**src/rtl/noc_pkg.sv**
```systemverilog
// Shared constants for the cardinal mesh PE network interface.
package noc_pkg;

    localparam int unsigned DATA_WIDTH = 64;
    localparam int unsigned VC_BIT     = 63;
    localparam int unsigned BUF_DEPTH  = 2;

    localparam logic [1:0] ADDR_IN_BUF   = 2'd0;
    localparam logic [1:0] ADDR_IN_STAT  = 2'd1;
    localparam logic [1:0] ADDR_OUT_BUF  = 2'd2;
    localparam logic [1:0] ADDR_OUT_STAT = 2'd3;

endpackage

```
**src/rtl/nic_fifo.sv**
```systemverilog
// Small circular FIFO used for both directions of the network interface.
// Push while full and pop while empty are ignored; head reads 0 when empty.
module nic_fifo #(
    parameter int unsigned DATA_WIDTH = 64,
    parameter int unsigned BUF_DEPTH  = 2
) (
    input  logic                  clk,
    input  logic                  reset,
    input  logic                  push,
    input  logic                  pop,
    input  logic [DATA_WIDTH-1:0] din,
    output logic [DATA_WIDTH-1:0] head,
    output logic                  full,
    output logic                  nonempty
);

    localparam int unsigned PTR_W = (BUF_DEPTH > 1) ? $clog2(BUF_DEPTH) : 1;
    localparam int unsigned CNT_W = $clog2(BUF_DEPTH) + 1;
    localparam logic [PTR_W-1:0] LAST_PTR = PTR_W'(BUF_DEPTH - 1);

    logic [DATA_WIDTH-1:0] mem [BUF_DEPTH];
    logic [PTR_W-1:0]      rd_ptr;
    logic [PTR_W-1:0]      wr_ptr;
    logic [CNT_W-1:0]      count;
    logic                  do_push;
    logic                  do_pop;

    assign full     = (count == CNT_W'(BUF_DEPTH));
    assign nonempty = (count != '0);
    assign do_push  = push & ~full;
    assign do_pop   = pop & nonempty;
    assign head     = nonempty ? mem[rd_ptr] : '0;

    always_ff @(posedge clk or negedge reset) begin
        if (!reset) begin
            rd_ptr <= '0;
            wr_ptr <= '0;
            count  <= '0;
        end else begin
            if (do_push)
                wr_ptr <= (wr_ptr == LAST_PTR) ? '0 : wr_ptr + 1'b1;
            if (do_pop)
                rd_ptr <= (rd_ptr == LAST_PTR) ? '0 : rd_ptr + 1'b1;
            case ({do_push, do_pop})
                2'b10:   count <= count + 1'b1;
                2'b01:   count <= count - 1'b1;
                default: count <= count;
            endcase
        end
    end

    // Storage needs no reset: head is masked to 0 whenever count is 0.
    always_ff @(posedge clk) begin
        if (do_push)
            mem[wr_ptr] <= din;
    end

endmodule

```
**src/rtl/pe_network_interface.sv**
```systemverilog
// PE-side network interface: register port to the processor, inject/eject
// FIFOs to the router, with injection gated by router polarity per VC.
module pe_network_interface
    import noc_pkg::*;
#(
    parameter int unsigned DATA_WIDTH = noc_pkg::DATA_WIDTH,
    parameter int unsigned BUF_DEPTH  = noc_pkg::BUF_DEPTH,
    parameter int unsigned VC_BIT     = noc_pkg::VC_BIT
) (
    input  logic                  clk,
    input  logic                  reset,
    input  logic                  net_polarity,
    input  logic [1:0]            addr,
    input  logic [DATA_WIDTH-1:0] d_in,
    output logic [DATA_WIDTH-1:0] d_out,
    input  logic                  nicEN,
    input  logic                  nicWrEn,
    output logic                  net_so,
    input  logic                  net_ro,
    output logic [DATA_WIDTH-1:0] net_do,
    input  logic                  net_si,
    output logic                  net_ri,
    input  logic [DATA_WIDTH-1:0] net_di
);

    logic                  rd_en;
    logic                  wr_en;
    logic                  in_pop;
    logic                  in_push;
    logic [DATA_WIDTH-1:0] in_head;
    logic                  in_full;
    logic                  in_nonempty;
    logic                  out_push;
    logic [DATA_WIDTH-1:0] out_head;
    logic                  out_full;
    logic                  out_nonempty;

    assign rd_en    = nicEN & ~nicWrEn;
    assign wr_en    = nicEN & nicWrEn;
    assign in_pop   = rd_en & (addr == ADDR_IN_BUF);
    assign out_push = wr_en & (addr == ADDR_OUT_BUF);

    // A full IN FIFO refuses the router even if the processor pops this cycle.
    assign net_ri  = reset & ~in_full;
    assign in_push = net_si & net_ri;

    assign net_do = out_head;
    assign net_so = out_nonempty & net_ro & (net_polarity == out_head[VC_BIT]);

    nic_fifo #(
        .DATA_WIDTH(DATA_WIDTH),
        .BUF_DEPTH (BUF_DEPTH)
    ) u_in_fifo (
        .clk     (clk),
        .reset   (reset),
        .push    (in_push),
        .pop     (in_pop),
        .din     (net_di),
        .head    (in_head),
        .full    (in_full),
        .nonempty(in_nonempty)
    );

    nic_fifo #(
        .DATA_WIDTH(DATA_WIDTH),
        .BUF_DEPTH (BUF_DEPTH)
    ) u_out_fifo (
        .clk     (clk),
        .reset   (reset),
        .push    (out_push),
        .pop     (net_so),
        .din     (d_in),
        .head    (out_head),
        .full    (out_full),
        .nonempty(out_nonempty)
    );

    always_ff @(posedge clk or negedge reset) begin
        if (!reset) begin
            d_out <= '0;
        end else if (rd_en) begin
            case (addr)
                ADDR_IN_BUF:   d_out <= in_head;
                ADDR_IN_STAT:  d_out <= {{(DATA_WIDTH-1){1'b0}}, in_nonempty};
                ADDR_OUT_STAT: d_out <= {{(DATA_WIDTH-1){1'b0}}, out_full};
                default:       d_out <= '0;
            endcase
        end
    end

endmodule

```
**config.mk**
```make
export PLATFORM = sky130hd
export DESIGN_NAME = pe_network_interface
export DESIGN_NICKNAME = d
export VERILOG_FILES = /design/src/rtl/noc_pkg.sv /design/src/rtl/nic_fifo.sv /design/src/rtl/pe_network_interface.sv
export SDC_FILE = /design/constraint.sdc
export NUM_CORES = 1
export LEC_CHECK = 0
export BUFFER_PORTS_ARGS = -buffer_cell sky130_fd_sc_hd__buf_4
export CELL_PAD_IN_SITES_DETAIL_PLACEMENT = 1
export CELL_PAD_IN_SITES_GLOBAL_PLACEMENT = 1
export CORE_MARGIN = 1.5
export CORE_UTILIZATION = 45
export CTS_CLUSTER_SIZE = 14
export DETAILED_ROUTE_END_ITERATION = 10
export PLACE_DENSITY_LB_ADDON = 0.1
export SLEW_MARGIN = 25
export SYNTH_ARGS = -nofsm -noshare
export SYNTH_HDL_FRONTEND = slang
export SYNTH_HIERARCHICAL = 1
export SYNTH_SLANG_ARGS = --single-unit
```
**constraint.sdc**
```tcl
create_clock -name clk -period 4.65 [get_ports clk]
set_input_delay 0.93 -clock clk [delete_from_list [all_inputs] [get_ports clk]]
set_output_delay 0.93 -clock clk [all_outputs]
set_load 0.02 [all_outputs]
```
==> impl_metrics.env, run 1 <==
export IMPL_ys_types=28
export IMPL_areaGrowthSynthToFinish_pct=27.30
export IMPL_finalSetupViolations=0
export IMPL_finalNetCount=1144
export IMPL_drive_above_1_share_pct=35.20
export IMPL_arrival_ns=2.48
export IMPL_vdd_drop_max_mv=0.3410
export IMPL_max_stage_delay_ns=0.99
export IMPL_synth_area_um2=12600
export IMPL_min_period_ns=3.407
export IMPL_antenna_diode_count=0
export IMPL_rr_endpoint="u_out_fifo/count[1]"
export IMPL_r2r_cells=8
export IMPL_min_period_over_period_pct=73.26
export IMPL_wire_per_inst_um=19.72
export IMPL_core_area_um2=27630
export IMPL_ctsRootBufferMaster="clkbuf_16"
export IMPL_postCtsHoldBufs=0
export IMPL_vias=7073
export IMPL_powerDensity_nw_per_um2=591.2
export IMPL_row_count=61
export IMPL_clock_latency_ns=0.51
export IMPL_clk_pin_slew_ns=0.06
export IMPL_rsz0062_at_grt="no"
export IMPL_final_cell_mix="buf_4, edfxtp_1, mux2i_1"
export IMPL_synth_seq_cells=328
export IMPL_gp_congestion=0.7251
export IMPL_firstDrtPassIters=4
export IMPL_setup_ws_ns=1.243
export IMPL_synthCells=730
export IMPL_endpoint_kind="output port"
export IMPL_drt_initial_drc_count=401
export IMPL_syn_nets=869
export IMPL_tritoncts="yes"
export IMPL_grt_max_degree=67
export IMPL_slowest_stage="dfrtp_4"
export IMPL_hold_violations=0
export IMPL_startpoint="u_out_fifo/rd_ptr"
export IMPL_ios=267
export IMPL_path_class="register to output port"
export IMPL_cts_buffer_depth=3
export IMPL_p_leak_nw=6.665
export IMPL_yosys_area_top_type="edfxtp_1"
export IMPL_ant_nets=0
export IMPL_cts_repair_resized=0
export IMPL_final_setup_tns_ns=0
export IMPL_vias_per_cell=5.009
export IMPL_synth_top_area_share_pct=61.03
export IMPL_relSlewSlack_pct=37.82
export IMPL_portBuffers=266
export IMPL_required_ns=3.72
export IMPL_drc_errors=0
export IMPL_hpwl_um=17520
export IMPL_crit_fanout=47
export IMPL_first_global_vias=7532
export IMPL_path_delay_family="flip-flops"
export IMPL_min_path_type="input pin to async pin"
export IMPL_syn_area_per_cell_um2=17.25
export IMPL_dp_slack_ns=1.379
export IMPL_tightestPinTransition_ns=0.9327
export IMPL_r2r_slack_ns=2.03
export IMPL_crit_top_cell="buf_4"
export IMPL_wl_um=27840
export IMPL_grt_pass1_wl_um=42730
export IMPL_cts_buffers_inserted=37
export IMPL_max_freq_ghz=0.2935
export IMPL_fp_dieW_um=170.3
export IMPL_antenna_found_initial=0
export IMPL_ys_seq_area_share_pct=75.34
export IMPL_start_util_pct=45.59
export IMPL_clock_skew_ns=0.01277
export IMPL_crit_buf_inv=2
export IMPL_cts_setup_buffers=0
export IMPL_htree_levels=2
export IMPL_grt_usage_pct=19.40
export IMPL_final_common_cell="buf_4"
export IMPL_synth_warning_count=6
export IMPL_synthTopCellsByArea="edfxtp_1, dfrtp_1, mux2i_1"
export IMPL_gr_total_overflow=0
export IMPL_cts_sink_count=328
export IMPL_startpoint_type="register"
export IMPL_die_h_um=170.3
export IMPL_path_cells="buf_4 > mux2i_1 > nor2_1 > buf_4"
export IMPL_drv_cap=0
export IMPL_status="completed"
export IMPL_fin_util_pct=58.03
export IMPL_final_max_slew_violation_count=0
export IMPL_die_area_um2=29000
export IMPL_r2r_start="u_out_fifo/rd_ptr"
==> routing by layer <==
layer | vias up | GRT usage [%] | wire length (um)
met1 | 3580 | 23.65 | 11570
met4 | 0 | 5.271 | 407
met3 | 29 | 5.349 | 1869
li1 | 3267 | - | -
met2 | 197 | 33.87 | 13990
met5 | - | 0 | 0
==> state kept, by name, summed over array words and instances, names as in the netlist <==
| name | count |
|---|---|
| u_in_fifo/count | 2 |
| u_out_fifo/wr_ptr | 1 |
| u_out_fifo/rd_ptr | 1 |
| u_in_fifo/wr_ptr | 1 |
| u_out_fifo/count | 2 |
| u_in_fifo/mem | 128 |
| u_out_fifo/mem | 128 |
| u_in_fifo/rd_ptr | 1 |
| d_out | 64 |
==> where the power goes <==
group          internal [mW]  switching [mW]  total [mW]
Sequential              3.51           0.314        3.82
Combinational           1.13            1.50        2.63
Clock                   1.92            1.11        3.03
Total                   6.56            2.92        9.48
==> synthesized netlist by cell type, drive strengths merged <==
cell,instances
a21oi,1
clkbuf,2
buf,39
nor2,135
xnor2,7
mux2,1
mux2i,128
ha,2
and2,3
a221oi,1
nand2,2
nand2b,3
dfrtp,72
and4b,1
a22o,63
xor2,4
and3,3
nor2b,1
edfxtp,256
nor3,1
inv,5
==> worst max path at each step <==
| stage | end | slack, ns | depth (start not counted) |
|---|---|---|---|
| 2_1_floorplan | u_out_fifo/mem[0][0] | 0.22 | 3 |
| 3_3_place_gp | u_in_fifo/mem[1][37] | 1.48 | 5 |
| 3_5_place_dp | u_in_fifo/mem[1][37] | 1.38 | 5 |
| 4_1_cts | net_do[49] | 1.18 | 4 |
| 5_1_grt | net_do[49] | 1.10 | 4 |
| 6_report | net_do[49] | 1.24 | 4 |
==> kinds of logic (layout without fill, tap and decap cells) <==
logic type               count (synthesis)  in the layout  synth area share (%)
XOR/XNOR                                11             11                0.7649
AND/OR/NAND/NOR                        149            149                 5.285
multiplexers                           129            129                 10.26
flip-flops                             328            328                 75.34
adder cells (fa/ha/maj)                  2              2                0.1986
AO/OA/AOI/OAI                           65             65                 4.490
buffers and inverters                   46            350                 3.665
==> stage by stage <==
stage	power (mW)	area (um^2)	hold slack (ns)	instances
floorplan	5.710	12600	0.4608	730
global placement	6.487	14750	0.4903	1344
detailed placement	6.550	14750	0.4922	1344
CTS	9.621	16030	0.3528	1412
global route	9.932	16030	0.3552	1412
finish	9.480	16030	0.3459	1412
==> worst reg2reg max path: stages (launching register included) <==
cell	delay (ns)
dfrtp_4	0.99
mux2i_1	0.32
nor2_1	0.10
xnor2_1	0.17
and3_1	0.20
and2_4	0.16
ha_1	0.31
nor2_1	0.14
xor2_1	0.16
==> final cells by class <==
cell class	count	area, um^2
flip-flops and latches	328	9497
inverters	5	18.77
clock inverters	15	230.2
clock buffers	53	1059
fillers	2594	11590
repair buffers	277	2079
multi-input cells	356	2678
well taps	378	473.0
(Power assumes the default switching activity.)
==> run 2: changes to the inputs <==
==> constraint.sdc (replaced) <==
create_clock -name clk -period 3.5 [get_ports clk]
set_input_delay 0.7 -clock clk [delete_from_list [all_inputs] [get_ports clk]]
set_output_delay 0.7 -clock clk [all_outputs]
set_load 0.02 [all_outputs]
==> impl_metrics.env, run 2 (synthesis gave the netlist of run 1 again) <==
export IMPL_status="completed"
export IMPL_fp_dieW_um=170.3
export IMPL_portBuffers=266
export IMPL_final_cell_mix="buf_4, edfxtp_1, mux2i_1"
export IMPL_vdd_drop_max_mv=0.4955
export IMPL_cts_setup_buffers=0
export IMPL_min_period_over_period_pct=85.80
export IMPL_ctsRootBufferMaster="clkbuf_16"
export IMPL_path_cells="buf_4 > mux2i_1 > nor2_1 > buf_4"
export IMPL_areaGrowthSynthToFinish_pct=27.77
export IMPL_endpoint_kind="output port"
export IMPL_antenna_found_initial=1
export IMPL_wire_per_inst_um=19.70
export IMPL_core_area_um2=27630
export IMPL_final_common_cell="buf_4"
export IMPL_required_ns=2.80
export IMPL_arrival_ns=2.30
export IMPL_ios=267
export IMPL_clk_pin_slew_ns=0.06
export IMPL_startpoint="u_out_fifo/rd_ptr"
export IMPL_first_global_vias=7462
export IMPL_ant_nets=0
export IMPL_wl_um=27870
export IMPL_die_area_um2=29000
export IMPL_max_freq_ghz=0.3330
export IMPL_crit_top_cell="buf_4"
export IMPL_clock_latency_ns=0.51
export IMPL_startpoint_type="register"
export IMPL_clock_skew_ns=0.01653
export IMPL_cts_repair_resized=0
export IMPL_r2r_start="u_out_fifo/rd_ptr"
export IMPL_gp_congestion=0.6894
export IMPL_drc_errors=0
export IMPL_powerDensity_nw_per_um2=776.4
export IMPL_tightestPinTransition_ns=0.7905
export IMPL_drt_initial_drc_count=289
export IMPL_slowest_stage="dfrtp_4"
export IMPL_cts_buffers_inserted=35
export IMPL_vias=7052
export IMPL_final_setup_tns_ns=0
export IMPL_grt_max_degree=65
export IMPL_finalSetupViolations=0
export IMPL_gr_total_overflow=0
export IMPL_drv_cap=0
export IMPL_finalNetCount=1148
export IMPL_drive_above_1_share_pct=36.10
export IMPL_whs_ns=0.2248
export IMPL_start_util_pct=45.59
export IMPL_postCtsHoldBufs=0
export IMPL_tritoncts="yes"
export IMPL_hold_violations=0
export IMPL_path_class="register to output port"
export IMPL_crit_fanout=39
export IMPL_r2r_cells=8
export IMPL_min_path_type="input pin to async pin"
export IMPL_row_count=61
export IMPL_firstDrtPassIters=4
export IMPL_cts_buffer_depth=3
export IMPL_vias_per_cell=4.984
export IMPL_hpwl_um=18110
export IMPL_die_h_um=170.3
export IMPL_grt_usage_pct=19.36
export IMPL_largest_registers="u_in_fifo/mem: 128 flops, u_out_fifo/mem: 128 flops, d_out: 64 flops"
export IMPL_relSlewSlack_pct=47.30
export IMPL_htree_levels=2
export IMPL_max_stage_delay_ns=0.87
export IMPL_min_period_ns=3.003
export IMPL_rsz0062_at_grt="no"
export IMPL_p_leak_nw=6.691
export IMPL_cts_sink_count=328
export IMPL_final_max_slew_violation_count=0
export IMPL_grt_pass1_wl_um=42640
## run 2: changes by cell type in the layout (fill, tap and decap cells not counted), sizes merged
cell / delta
buf: +6
bufinv: -1
clkbuf: -6
clkinv: +2
clkinvlp: +1
diode: +1
## run 2: where the power goes
part / switching, mW / total (mW) / leakage [nW] / internal [mW]
combinational: 2.01 / 3.56 / 2.79 / 1.54
sequential: 0.397 / 5.05 / 3.28 / 4.65
clock: 1.48 / 3.89 / 0.614 / 2.41
## run 2: layout make-up
type / instances / area, um^2
fillers: 2600 / 11530
multi-input cells: 356 / 2678
diodes: 1 / 2.502
clock buffers: 47 / 1012
well taps: 378 / 473.0
inverters: 5 / 18.77
flip-flops and latches: 328 / 9497
clock inverters: 17 / 226.5
repair buffers: 283 / 2187
## run 2: final timing paths
check,end,slack [ns]
worst min register to register,d_out[48],0.51
min in group clk,u_in_fifo/mem[1][15],0.37
max in group asynchronous,d_out[35],2.30
worst min-delay path,d_out[5],0.22
worst max register to register,u_out_fifo/count[1],1.06
worst max-delay path,net_do[10],0.50
## run 2: worst max-delay path: cells and delay by family, from the launching register on
family	cells	cell delay [ns]
buf+inv	2	0.60
simple gates	1	0.06
mux	1	0.26
flops	1	0.87
## run 2: stage by stage
stage	setup WS (ns)	util [%]	cells	instance area [um^2]	total power [mW]
CTS	0.4331	58.24	1414	16090	12.67
finish	0.4971	58.25	1415	16090	12.50
global route	0.3447	58.24	1414	16090	13.10
global placement	1.006	53.76	1350	14850	8.665
detailed placement	0.9795	53.76	1350	14850	8.736
floorplan	0.05080	-	730	12600	7.586
## run 2: layer usage
metal / part of all wire (%) / GRT usage (%) / vias up
met3: 6.8 / 5.279 / 45
met5: 0 / 0 / -
met4: 2.0 / 4.810 / 0
li1: - / - / 3278
met1: 42 / 24.83 / 3516
met2: 50 / 32.66 / 213
